File: src/rtl/usb_bulk_pkg.sv
// Shared types and helpers for the bulk endpoint router.
package usb_bulk_pkg;

  localparam int EP_W   = 4;
  localparam int MAX_CH = 16;

  typedef enum logic [2:0] {
    ST_IDLE     = 3'd0,
    ST_IN_XFER  = 3'd1,
    ST_OUT_XFER = 3'd2,
    ST_DRAIN    = 3'd3,
    ST_WAIT_END = 3'd4
  } state_e;

  function automatic logic ep_in_range(
    input logic [EP_W-1:0] ep,
    input int              first,
    input int              num
  );
    return (int'(ep) >= first) && (int'(ep) < first + num);
  endfunction

endpackage

File: src/rtl/usb_ep_decode.sv
// Maps an endpoint number onto a contiguous channel range.
module usb_ep_decode
  import usb_bulk_pkg::*;
#(
  parameter int FIRST = 1,
  parameter int NUM   = 1
) (
  input  logic [EP_W-1:0] ep_i,
  output logic            valid_o,
  output logic [EP_W-1:0] idx_o
);

  localparam logic [EP_W-1:0] FIRST_EP = EP_W'(FIRST);

  assign valid_o = ep_in_range(ep_i, FIRST, NUM);
  assign idx_o   = valid_o ? ep_i - FIRST_EP : '0;

endmodule

File: src/rtl/usb_bulk_ep_router.sv
// Routes the transactor bulk port to NUM_IN IN and NUM_OUT OUT channels.
// Endpoint halt support is built when USB_BULK_HALT_EN is defined.
module usb_bulk_ep_router
  import usb_bulk_pkg::*;
#(
  parameter int NUM_IN    = 2,
  parameter int IN_FIRST  = 2,
  parameter int NUM_OUT   = 1,
  parameter int OUT_FIRST = 1
) (
  input  logic                        clock,
  input  logic                        reset,
`ifdef USB_BULK_HALT_EN
  input  logic                        halt_set_i,
  input  logic                        halt_clr_i,
  input  logic [7:0]                  halt_addr_i,
  output logic [NUM_IN+NUM_OUT-1:0]   halted_o,
`endif
  input  logic [3:0]                  tok_endp_i,
  output logic                        blk_in_ready_o,
  output logic                        blk_out_ready_o,
  input  logic                        blk_start_i,
  input  logic                        blk_cycle_i,
  input  logic                        blk_fetch_i,
  input  logic                        blk_store_i,
  input  logic [3:0]                  blk_endpt_i,
  output logic                        blk_error_o,
  input  logic [NUM_IN-1:0]           in_ready_i,
  input  logic [NUM_OUT-1:0]          out_space_i,
  output logic [NUM_IN+NUM_OUT-1:0]   ch_start_o,
  output logic [NUM_IN+NUM_OUT-1:0]   ch_cycle_o,
  input  logic [NUM_IN-1:0]           blki_tvalid_i,
  output logic [NUM_IN-1:0]           blki_tready_o,
  input  logic [NUM_IN-1:0]           blki_tlast_i,
  input  logic [NUM_IN-1:0]           blki_tkeep_i,
  input  logic [NUM_IN*8-1:0]         blki_tdata_i,
  output logic                        usbi_tvalid_o,
  input  logic                        usbi_tready_i,
  output logic                        usbi_tlast_o,
  output logic                        usbi_tkeep_o,
  output logic [7:0]                  usbi_tdata_o,
  input  logic                        usbo_tvalid_i,
  output logic                        usbo_tready_o,
  input  logic                        usbo_tlast_i,
  input  logic                        usbo_tkeep_i,
  input  logic [7:0]                  usbo_tdata_i,
  output logic [NUM_OUT-1:0]          blko_tvalid_o,
  input  logic [NUM_OUT-1:0]          blko_tready_i,
  output logic [NUM_OUT-1:0]          blko_tlast_o,
  output logic [NUM_OUT-1:0]          blko_tkeep_o,
  output logic [NUM_OUT*8-1:0]        blko_tdata_o
);

  localparam int NCH = NUM_IN + NUM_OUT;
  typedef logic [NCH-1:0] chv_t;

  if (NUM_IN < 1 || NUM_IN > 15 || IN_FIRST < 0 ||
      IN_FIRST + NUM_IN - 1 > 15) begin : g_bad_in
    $error("IN endpoint range exceeds 0..15");
  end
  if (NUM_OUT < 1 || NUM_OUT > 15 || OUT_FIRST < 0 ||
      OUT_FIRST + NUM_OUT - 1 > 15) begin : g_bad_out
    $error("OUT endpoint range exceeds 0..15");
  end

  chv_t halted;

  // Channel vectors padded to 16 so a 4-bit index is always in range.
  logic [MAX_CH-1:0] in_rdy_pad;
  logic [MAX_CH-1:0] out_spc_pad;
  logic [MAX_CH-1:0] in_halt_pad;
  logic [MAX_CH-1:0] out_halt_pad;
  logic [MAX_CH-1:0] iv_pad;
  logic [MAX_CH-1:0] il_pad;
  logic [MAX_CH-1:0] ik_pad;
  logic [MAX_CH-1:0] ot_pad;
  logic [7:0]        id_pad [MAX_CH];

  always_comb begin
    in_rdy_pad   = '0;
    out_spc_pad  = '0;
    in_halt_pad  = '0;
    out_halt_pad = '0;
    iv_pad       = '0;
    il_pad       = '0;
    ik_pad       = '0;
    ot_pad       = '0;
    for (int k = 0; k < MAX_CH; k++) begin
      id_pad[k] = '0;
    end
    for (int k = 0; k < NUM_IN; k++) begin
      in_rdy_pad[k]  = in_ready_i[k];
      in_halt_pad[k] = halted[k];
      iv_pad[k]      = blki_tvalid_i[k];
      il_pad[k]      = blki_tlast_i[k];
      ik_pad[k]      = blki_tkeep_i[k];
      id_pad[k]      = blki_tdata_i[8*k +: 8];
    end
    for (int k = 0; k < NUM_OUT; k++) begin
      out_spc_pad[k]  = out_space_i[k];
      out_halt_pad[k] = halted[NUM_IN+k];
      ot_pad[k]       = blko_tready_i[k];
    end
  end

  logic            tiv, tov, siv, sov;
  logic [EP_W-1:0] tii, toi, sii, soi;

  usb_ep_decode #(.FIRST(IN_FIRST), .NUM(NUM_IN)) u_tok_in (
    .ep_i    (tok_endp_i),
    .valid_o (tiv),
    .idx_o   (tii)
  );

  usb_ep_decode #(.FIRST(OUT_FIRST), .NUM(NUM_OUT)) u_tok_out (
    .ep_i    (tok_endp_i),
    .valid_o (tov),
    .idx_o   (toi)
  );

  usb_ep_decode #(.FIRST(IN_FIRST), .NUM(NUM_IN)) u_xfer_in (
    .ep_i    (blk_endpt_i),
    .valid_o (siv),
    .idx_o   (sii)
  );

  usb_ep_decode #(.FIRST(OUT_FIRST), .NUM(NUM_OUT)) u_xfer_out (
    .ep_i    (blk_endpt_i),
    .valid_o (sov),
    .idx_o   (soi)
  );

  logic in_rdy_q, in_rdy_d;
  logic out_rdy_q, out_rdy_d;

  assign in_rdy_d  = tiv && in_rdy_pad[tii] && !in_halt_pad[tii];
  assign out_rdy_d = tov && out_spc_pad[toi] && !out_halt_pad[toi];

  always_ff @(posedge clock) begin
    if (reset) begin
      in_rdy_q  <= 1'b0;
      out_rdy_q <= 1'b0;
    end else begin
      in_rdy_q  <= in_rdy_d;
      out_rdy_q <= out_rdy_d;
    end
  end

  assign blk_in_ready_o  = in_rdy_q;
  assign blk_out_ready_o = out_rdy_q;

  state_e          state_q;
  logic [EP_W-1:0] idx_q;
  chv_t            ch_start_q;
  chv_t            ch_cycle_q;
  logic            err_q;

  logic in_act, out_act, drn_act;
  logic in_ok, out_ok;
  logic in_last_hs, out_last_hs;

  assign in_act  = (state_q == ST_IN_XFER);
  assign out_act = (state_q == ST_OUT_XFER);
  assign drn_act = (state_q == ST_DRAIN);

  assign in_ok  = siv && !in_halt_pad[sii];
  assign out_ok = sov && !out_halt_pad[soi];

  assign in_last_hs  = usbi_tvalid_o && usbi_tready_i && usbi_tlast_o;
  assign out_last_hs = usbo_tvalid_i && usbo_tready_o && usbo_tlast_i;

  always_ff @(posedge clock) begin
    if (reset) begin
      state_q    <= ST_IDLE;
      idx_q      <= '0;
      ch_start_q <= '0;
      ch_cycle_q <= '0;
      err_q      <= 1'b0;
    end else begin
      ch_start_q <= '0;
      err_q      <= 1'b0;
      unique case (state_q)
        ST_IDLE: begin
          if (blk_start_i) begin
            if (blk_fetch_i && !blk_store_i && in_ok) begin
              state_q    <= ST_IN_XFER;
              idx_q      <= sii;
              ch_start_q <= chv_t'(1) << sii;
              ch_cycle_q <= chv_t'(1) << sii;
            end else if (blk_store_i && !blk_fetch_i && out_ok) begin
              state_q    <= ST_OUT_XFER;
              idx_q      <= soi;
              ch_start_q <= chv_t'(1) << (NUM_IN + int'(soi));
              ch_cycle_q <= chv_t'(1) << (NUM_IN + int'(soi));
            end else begin
              err_q      <= 1'b1;
              ch_cycle_q <= '0;
              state_q    <= blk_store_i ? ST_DRAIN : ST_WAIT_END;
            end
          end
        end
        ST_IN_XFER: begin
          if (!blk_cycle_i) begin
            state_q    <= ST_IDLE;
            ch_cycle_q <= '0;
          end else if (in_last_hs) begin
            state_q <= ST_WAIT_END;
          end
        end
        ST_OUT_XFER, ST_DRAIN: begin
          if (!blk_cycle_i) begin
            state_q    <= ST_IDLE;
            ch_cycle_q <= '0;
          end else if (out_last_hs) begin
            state_q <= ST_WAIT_END;
          end
        end
        ST_WAIT_END: begin
          if (!blk_cycle_i) begin
            state_q    <= ST_IDLE;
            ch_cycle_q <= '0;
          end
        end
        default: begin
          state_q    <= ST_IDLE;
          ch_cycle_q <= '0;
        end
      endcase
    end
  end

  assign ch_start_o  = ch_start_q;
  assign ch_cycle_o  = ch_cycle_q;
  assign blk_error_o = err_q;

  assign usbi_tvalid_o = in_act && iv_pad[idx_q];
  assign usbi_tlast_o  = in_act && il_pad[idx_q];
  assign usbi_tkeep_o  = in_act && ik_pad[idx_q];
  assign usbi_tdata_o  = in_act ? id_pad[idx_q] : '0;

  always_comb begin
    blki_tready_o = '0;
    for (int k = 0; k < NUM_IN; k++) begin
      blki_tready_o[k] = in_act && (idx_q == EP_W'(k)) && usbi_tready_i;
    end
  end

  always_comb begin
    blko_tvalid_o = '0;
    for (int k = 0; k < NUM_OUT; k++) begin
      blko_tvalid_o[k] = out_act && (idx_q == EP_W'(k)) && usbo_tvalid_i;
    end
  end

  // Data fans out to every OUT channel; only the selected one sees tvalid.
  assign blko_tdata_o  = out_act ? {NUM_OUT{usbo_tdata_i}} : '0;
  assign blko_tlast_o  = {NUM_OUT{out_act && usbo_tlast_i}};
  assign blko_tkeep_o  = {NUM_OUT{out_act && usbo_tkeep_i}};
  assign usbo_tready_o = (out_act && ot_pad[idx_q]) || drn_act;

`ifdef USB_BULK_HALT_EN
  logic            hiv, hov;
  logic [EP_W-1:0] hii, hoi;
  logic            h_hit;
  chv_t            hmask;
  chv_t            halted_q, halted_d;

  usb_ep_decode #(.FIRST(IN_FIRST), .NUM(NUM_IN)) u_halt_in (
    .ep_i    (halt_addr_i[3:0]),
    .valid_o (hiv),
    .idx_o   (hii)
  );

  usb_ep_decode #(.FIRST(OUT_FIRST), .NUM(NUM_OUT)) u_halt_out (
    .ep_i    (halt_addr_i[3:0]),
    .valid_o (hov),
    .idx_o   (hoi)
  );

  assign h_hit = (halt_addr_i[6:4] == 3'b000);

  // Clear is applied after set so it wins when both strobe together.
  always_comb begin
    hmask = '0;
    if (h_hit && halt_addr_i[7] && hiv) begin
      hmask = chv_t'(1) << hii;
    end else if (h_hit && !halt_addr_i[7] && hov) begin
      hmask = chv_t'(1) << (NUM_IN + int'(hoi));
    end
    halted_d = halted_q;
    if (halt_set_i) begin
      halted_d = halted_d | hmask;
    end
    if (halt_clr_i) begin
      halted_d = halted_d & ~hmask;
    end
  end

  always_ff @(posedge clock) begin
    if (reset) begin
      halted_q <= '0;
    end else begin
      halted_q <= halted_d;
    end
  end

  assign halted   = halted_q;
  assign halted_o = halted_q;
`else
  assign halted = '0;
`endif

endmodule

File: config.mk
export PLATFORM = sky130hd
export DESIGN_NAME = usb_bulk_ep_router
export DESIGN_NICKNAME = d
export VERILOG_FILES = /design/src/rtl/usb_bulk_pkg.sv /design/src/rtl/usb_ep_decode.sv /design/src/rtl/usb_bulk_ep_router.sv
export SDC_FILE = /design/constraint.sdc
export NUM_CORES = 1
export LEC_CHECK = 0
export CORE_MARGIN = 8
export CORE_UTILIZATION = 35
export CTS_BUF_LIST = sky130_fd_sc_hd__clkbuf_4 sky130_fd_sc_hd__clkbuf_8
export CTS_CLUSTER_SIZE = 12
export DETAILED_ROUTE_END_ITERATION = 16
export MAX_ROUTING_LAYER = met4
export PLACE_DENSITY = 0.76
export RECOVER_POWER = 100
export SYNTH_ARGS = -nofsm -noshare
export SYNTH_HDL_FRONTEND = slang
export SYNTH_SLANG_ARGS = --single-unit
export TNS_END_PERCENT = 1
File: constraint.sdc
create_clock -name clock -period 6.75 [get_ports clock]
set_input_delay 1.0125 -clock clock [delete_from_list [all_inputs] [get_ports clock]]
set_output_delay 1.0125 -clock clock [all_outputs]
set_load 0.03 [all_outputs]
======== Word-level counts from Yosys, hierarchy flattened ========
Memory sizes are Yosys's and may differ from the RTL's.
Index checks and enable logic that the tools add are counted.
cells by class
  equality and inequality tests ........... 10
  magnitude comparators ................... 14
  muxes and demuxes ....................... 42
  $add $sub $neg .......................... 5
  reduce and logical (&&, ||, !) cells .... 47
  shift-type cells ........................ 2
  bitwise gates (word level) .............. 3
operators with widths
  operator               count
  $mux W3                12
  $bmux W8 S4            1
  $mux W8                4
  $logic_and A1 B1 Y1    30
  $lt A4 B5 Y1 const B   5
  $bmux W1 S4            6
  $mux W4                6
  $pmux W3 S4            1
  $mux W1                11
  $ge A4 B1 Y1 const B   2
  $ge A4 B2 Y1 const B   2
  $lt A4 B2 Y1 const B   2
  $lt A4 B3 Y1 const B   2
  $reduce_or A4 Y1       2
  $sub A4 B1 Y4 const B  2
  $sub A4 B2 Y4 const B  2
  $eq A3 B2 Y1 const B   2
  $logic_not A1 Y1       6
  $ne A2 B2 Y1 const B   3
  $pmux W3 S2            1
  $add A2 B4 Y5 const A  1
  $ge A5 B5 Y1 const B   1
  $not A4 Y5             1
  $shl A1 B5 Y3 const A  1
  other kinds (16)       17
word-level totals
  flip-flop bits (word level) ............. 16
  logic and storage cells ................. 134
  memories ................................ 4
  ROM bits ................................ 64
  output and inout port bits .............. 34
  bits of input ports ..................... 52
memories
  memory            depth  width  rd ports  clocked after Yosys merged registers in  write ports  RTL line                   source
  (name not given)  16     1      1         0                                        0            usb_bulk_ep_router.sv:167  assign out_ok = sov && !out_halt_pad[soi];
  (name not given)  16     1      1         0                                        0            usb_bulk_ep_router.sv:166  assign in_ok = siv && !in_halt_pad[sii];
  (name not given)  16     1      1         0                                        0            usb_bulk_ep_router.sv:137  assign out_rdy_d = tov && out_spc_pad[toi] && !out_halt_pad[toi];
  (name not given)  16     1      1         0                                        0            usb_bulk_ep_router.sv:136  assign in_rdy_d = tiv && in_rdy_pad[tii] && !in_halt_pad[tii];

======== Longest topological paths before layout ========
  word-level depth ........................ 12
  gate-level depth with buffers ........... 10
  mapped depth without buffers ............ 10

======== Hierarchy ========
Synthesis repeated with hierarchy kept, for this count alone.
second synthesis, totals
  cells, all modules ...................... 184
  area total of the unflattened synthesis .. 1481.4 um^2
modules (own cells, without submodules)
  module                          area an instance (um^2)  cells an instance  times used  seq. area each (um^2)
  usb_bulk_ep_router              1126.1                   136                1           320.3
  usb_ep_decode at u_tok_in ...   97.6                     12                 2           0.0
  usb_ep_decode at u_tok_out ...  80.1                     12                 2           0.0

======== Worst setup path before layout ========
Ideal clock, no wire load.
  kind .................................... input -> output
  from .................................... input port usbi_tready_i
  to ...................................... output port blki_tready_o[0]
  arrival time ............................ 1.864 ns
  required time ........................... 5.738 ns
  slack ................................... 3.873 ns
  cell stages on the path ................. 3
  cells stage by stage .................... nor4bb_1 -> nand2_1 -> nor2_1
between the ends
  cells in the longest elaborated chain, start to end .. 1
RTL lines
  element              RTL line                   source
  from (decl)          usb_bulk_ep_router.sv:38   input logic usbi_tready_i,
  $logic_and A1 B1 Y1  usb_bulk_ep_router.sv:244  blki_tready_o[k] = in_act && (idx_q == EP_W'(k)) && usbi_tready_i;
  to (decl)            usb_bulk_ep_router.sv:33   output logic [NUM_IN-1:0] blki_tready_o,
Every way passes these cells.

======== Worst setup path in the final report ========
  from .................................... input port usbi_tready_i
  to ...................................... output port blki_tready_o[1]
The elaborated chain is that of the path after synthesis.

==> results.md <==
- Worst-Margin Slew: approximately 0.87 ns
- Hold-fix buffer count after cts: 0
- Final ANT Viol Nets: 0
- Clk buf depth: 2
- Via count: between 1500 and 2000
- Drt wl/cell: approximately 15 um
- Final TNS setup: 0 ns
- Share of layout cells above drive strength 1: roughly 5.3%
- Fin. Hold Viols: 0
- Routability-driven placement congestion ratio: approximately 0.95
- Die height: 80.1 um
- Max Slew Vio Count: 0
- Relative slew slack: between 40% and 50%
- CP required: roughly 5.7 ns
- Die ar.: between 6000 and 7000 sq um
- Total number of yosys warnings: 0
- Critical path launch point type: primary input
- Filler instances: ~380
- Num rows: 23
- Vias/cell: between 5 and 6
- Max Cap Viol: 0
- I/O pins: 86
- Initial antenna violation count: 0
- Peak supply drop: ~0.080 mV
- Setup CP Type: in2out
- Setup-failing EPs final: 0
- Final wirelength: a little under 5 mm
- Ys flop type: dfxtp_1
- Post-layout minimum cycle time: between 3 and 4 ns
- Critical Path Sink Type: primary output
- Initial Utilization: 36.2%
- Netlist cell types: 52
- DRT Pass-1 Iters: 4
- Placed cell area: 2310 sq um
- Post-CTS setup buffers: 0
- Root Driver: clkbuf_8
- Async SR Flop Fraction: 0%
- Largest net degree at the start of global routing: 18
- Syn Area/Cell: about 7.8 sq um
- First-pass GRT wire length: ~7.4 mm
- Clock latency on the worst-skew pair: approximately 0.25 ns
- Number of global-route vias before repair: 1501
- Clock Skews: about 0.00055 ns
- CP max stage delay: between 0.7 and 0.8 ns
- Congestion Overflow GR: 0
- Power Density: approximately 210 nW/um^2
- Hpwl dp: 4.14 mm
- Setup repair after global routing missed its margin: no
- TritonCTS clock tree: yes
- Post-route core utilization: slightly below 60%
- Core ar.: a little under 4000 sq um
- IO Port Bufs: 85
- Leak: about 0.001 uW
- Crit-path most repeated cell: dlygate4sd3_1
- DRT iter0 DRCs: 41
- Syn Inst Count: roughly 190
- CP max stage cell: dlygate4sd3_1
- Die width: roughly 80 um
- Worst R2R Setup Slack: around 4.7 ns
- Clock buffer count from CTS: 3
- DRC viols: 0
- Post-layout net count: 328
- Mapped Nets: 246
- Post-CTS resize count: 0
- Clock sinks: 16
- Max Clk Rate: 254 MHz
- Crit Path Max Fanout: 3
- Crit path DAT: 2.92 ns
- Number of synthesized flops with an enable pin: 0
- Synthesis-to-layout area growth: 63.2%
- # diodes: 0
- Placed cell count: roughly 310
- Reg clk slew, reported paths: 0.06 ns
- Post-synthesis register bit count: 16
- Final worst path period share: 58.3%
- GRT Total Usage: 14.9%
- Finished Layout Cells: about 320
- Status: complete, no violations
- Synthesized cell area: 1440 sq um
- HP Class: reg2reg
- Post-synthesis sequential area ratio: approximately 22%
- Crit-path cells: dlygate4sd3_1 -> nor4bb_1 -> and3_1 -> dlygate4sd3_1
- H-tree depth: 1
- Hold_ws: approximately 0.45 ns
- Fin area: between 2000 and 2500 sq um
## critical path: cells and delay by family
family                 cells  cell delay (ns)
buffers and inverters      2             1.26
and+or+nand+nor            2             0.65
## final timing paths
path	start	cells past startpoint	endpoint
worst max-delay path	usbi_tready_i	4	blki_tready_o[1]
worst min-delay path	ch_cycle_o[1]$_SDFFE_PP0P_	1	ch_cycle_o[1]$_SDFFE_PP0P_
worst max register to register	state_q[1]$_SDFFE_PP0P_	5	state_q[1]$_SDFFE_PP0P_
worst min register to register	ch_cycle_o[1]$_SDFFE_PP0P_	1	ch_cycle_o[1]$_SDFFE_PP0P_
## cell families after synthesis
group | count (synthesis) | synth area share [%]
xor+xnor | 1 | 0.609
flops | 16 | 22.3
mux | 13 | 9.04
buf+inv | 18 | 5.83
fa+ha+maj | 9 | 7.83
compound gates | 36 | 19.0
simple gates | 92 | 35.5
## layout make-up
cell class,count,area [sq um],area share [%]
Clock buffer,4,55.1,2.34
Inverter,10,37.5,1.60
Multi-Input combinational cell,151,1020,43.5
Sequential cell,16,320,13.6
Tap cell,50,62.6,2.66
Timing Repair Buffer,85,851,36.2
## placed cells by master (no fill, tap or decap), types with 2 or more instances in the layout
master / n
a21oi_1: 6
clkdlybuf4s50_1: 47
or2b_2: 2
a21o_1: 3
or3_1: 3
nor3_1: 8
dlygate4sd3_1: 38
o211ai_1: 3
clkbuf_8: 4
mux2i_1: 13
a311oi_1: 2
ha_1: 9
inv_1: 10
a211oi_1: 4
and3_1: 3
dfxtp_1: 16
nor2_1: 27
nor3b_1: 3
nand2_1: 11
nand3b_1: 3
nand2b_1: 2
nand4_1: 2
and2_1: 10
nor2b_1: 4
nand3_1: 4
nor4_1: 3
o21ai_0: 4
## through the flow
step / power (uW) / setup slack (ns)
2_1_floorplan: 314 / 3.87
3_3_place_gp: 415 / 3.02
3_5_place_dp: 417 / 2.95
4_1_cts: 504 / 2.95
5_1_grt: 522 / 2.75
6_report: 488 / 2.82
## routing by layer
layer	wire, um	up-vias	global-route usage (%)
met2	2110	86	22.6
met4	109	0	7.27
li1	-	831	-
met5	0	-	-
met1	2240	692	18.3
met3	419	9	3.01
## registers in the layout, summed over array words and instances (netlist names)
name and cells:
blk_error_o 1, blk_in_ready_o 1, blk_out_ready_o 1, ch_cycle_o 3
ch_start_o 3, idx_q 4, state_q 3
## cell usage after synthesis (2+ instances only)
library cell  count  area [sq um]
ha_1              9           113
nor4_1            3          18.8
nor2b_1           3          18.8
and3_1            3          18.8
a211oi_1          4          30.0
a21o_1            3          22.5
o211ai_1          3          22.5
nor3_1            8          40.0
dfxtp_1          16           320
nand4_1           2          12.5
nor2_1           27           101
clkbuf_1          4          15.0
nand2b_1          2          12.5
a311oi_1          2          17.5
mux2i_1          13           130
buf_6             2          22.5
or3_1             3          18.8
and2_1           10          62.6
a21oi_1           6          30.0
nor3b_1           3          22.5
o21ai_0           3          15.0
nand3b_1          3          22.5
nand2_1          11          41.3
nand3_1           4          20.0
or2b_2            2          17.5
inv_1            10          37.5
## power by group
group	internal, uW	switching, uW
combinational	124	151
clock	51.8	33.4
sequential	105	22.4
total	281	207
No activity file was read; power rests on OpenSTA's default activity.
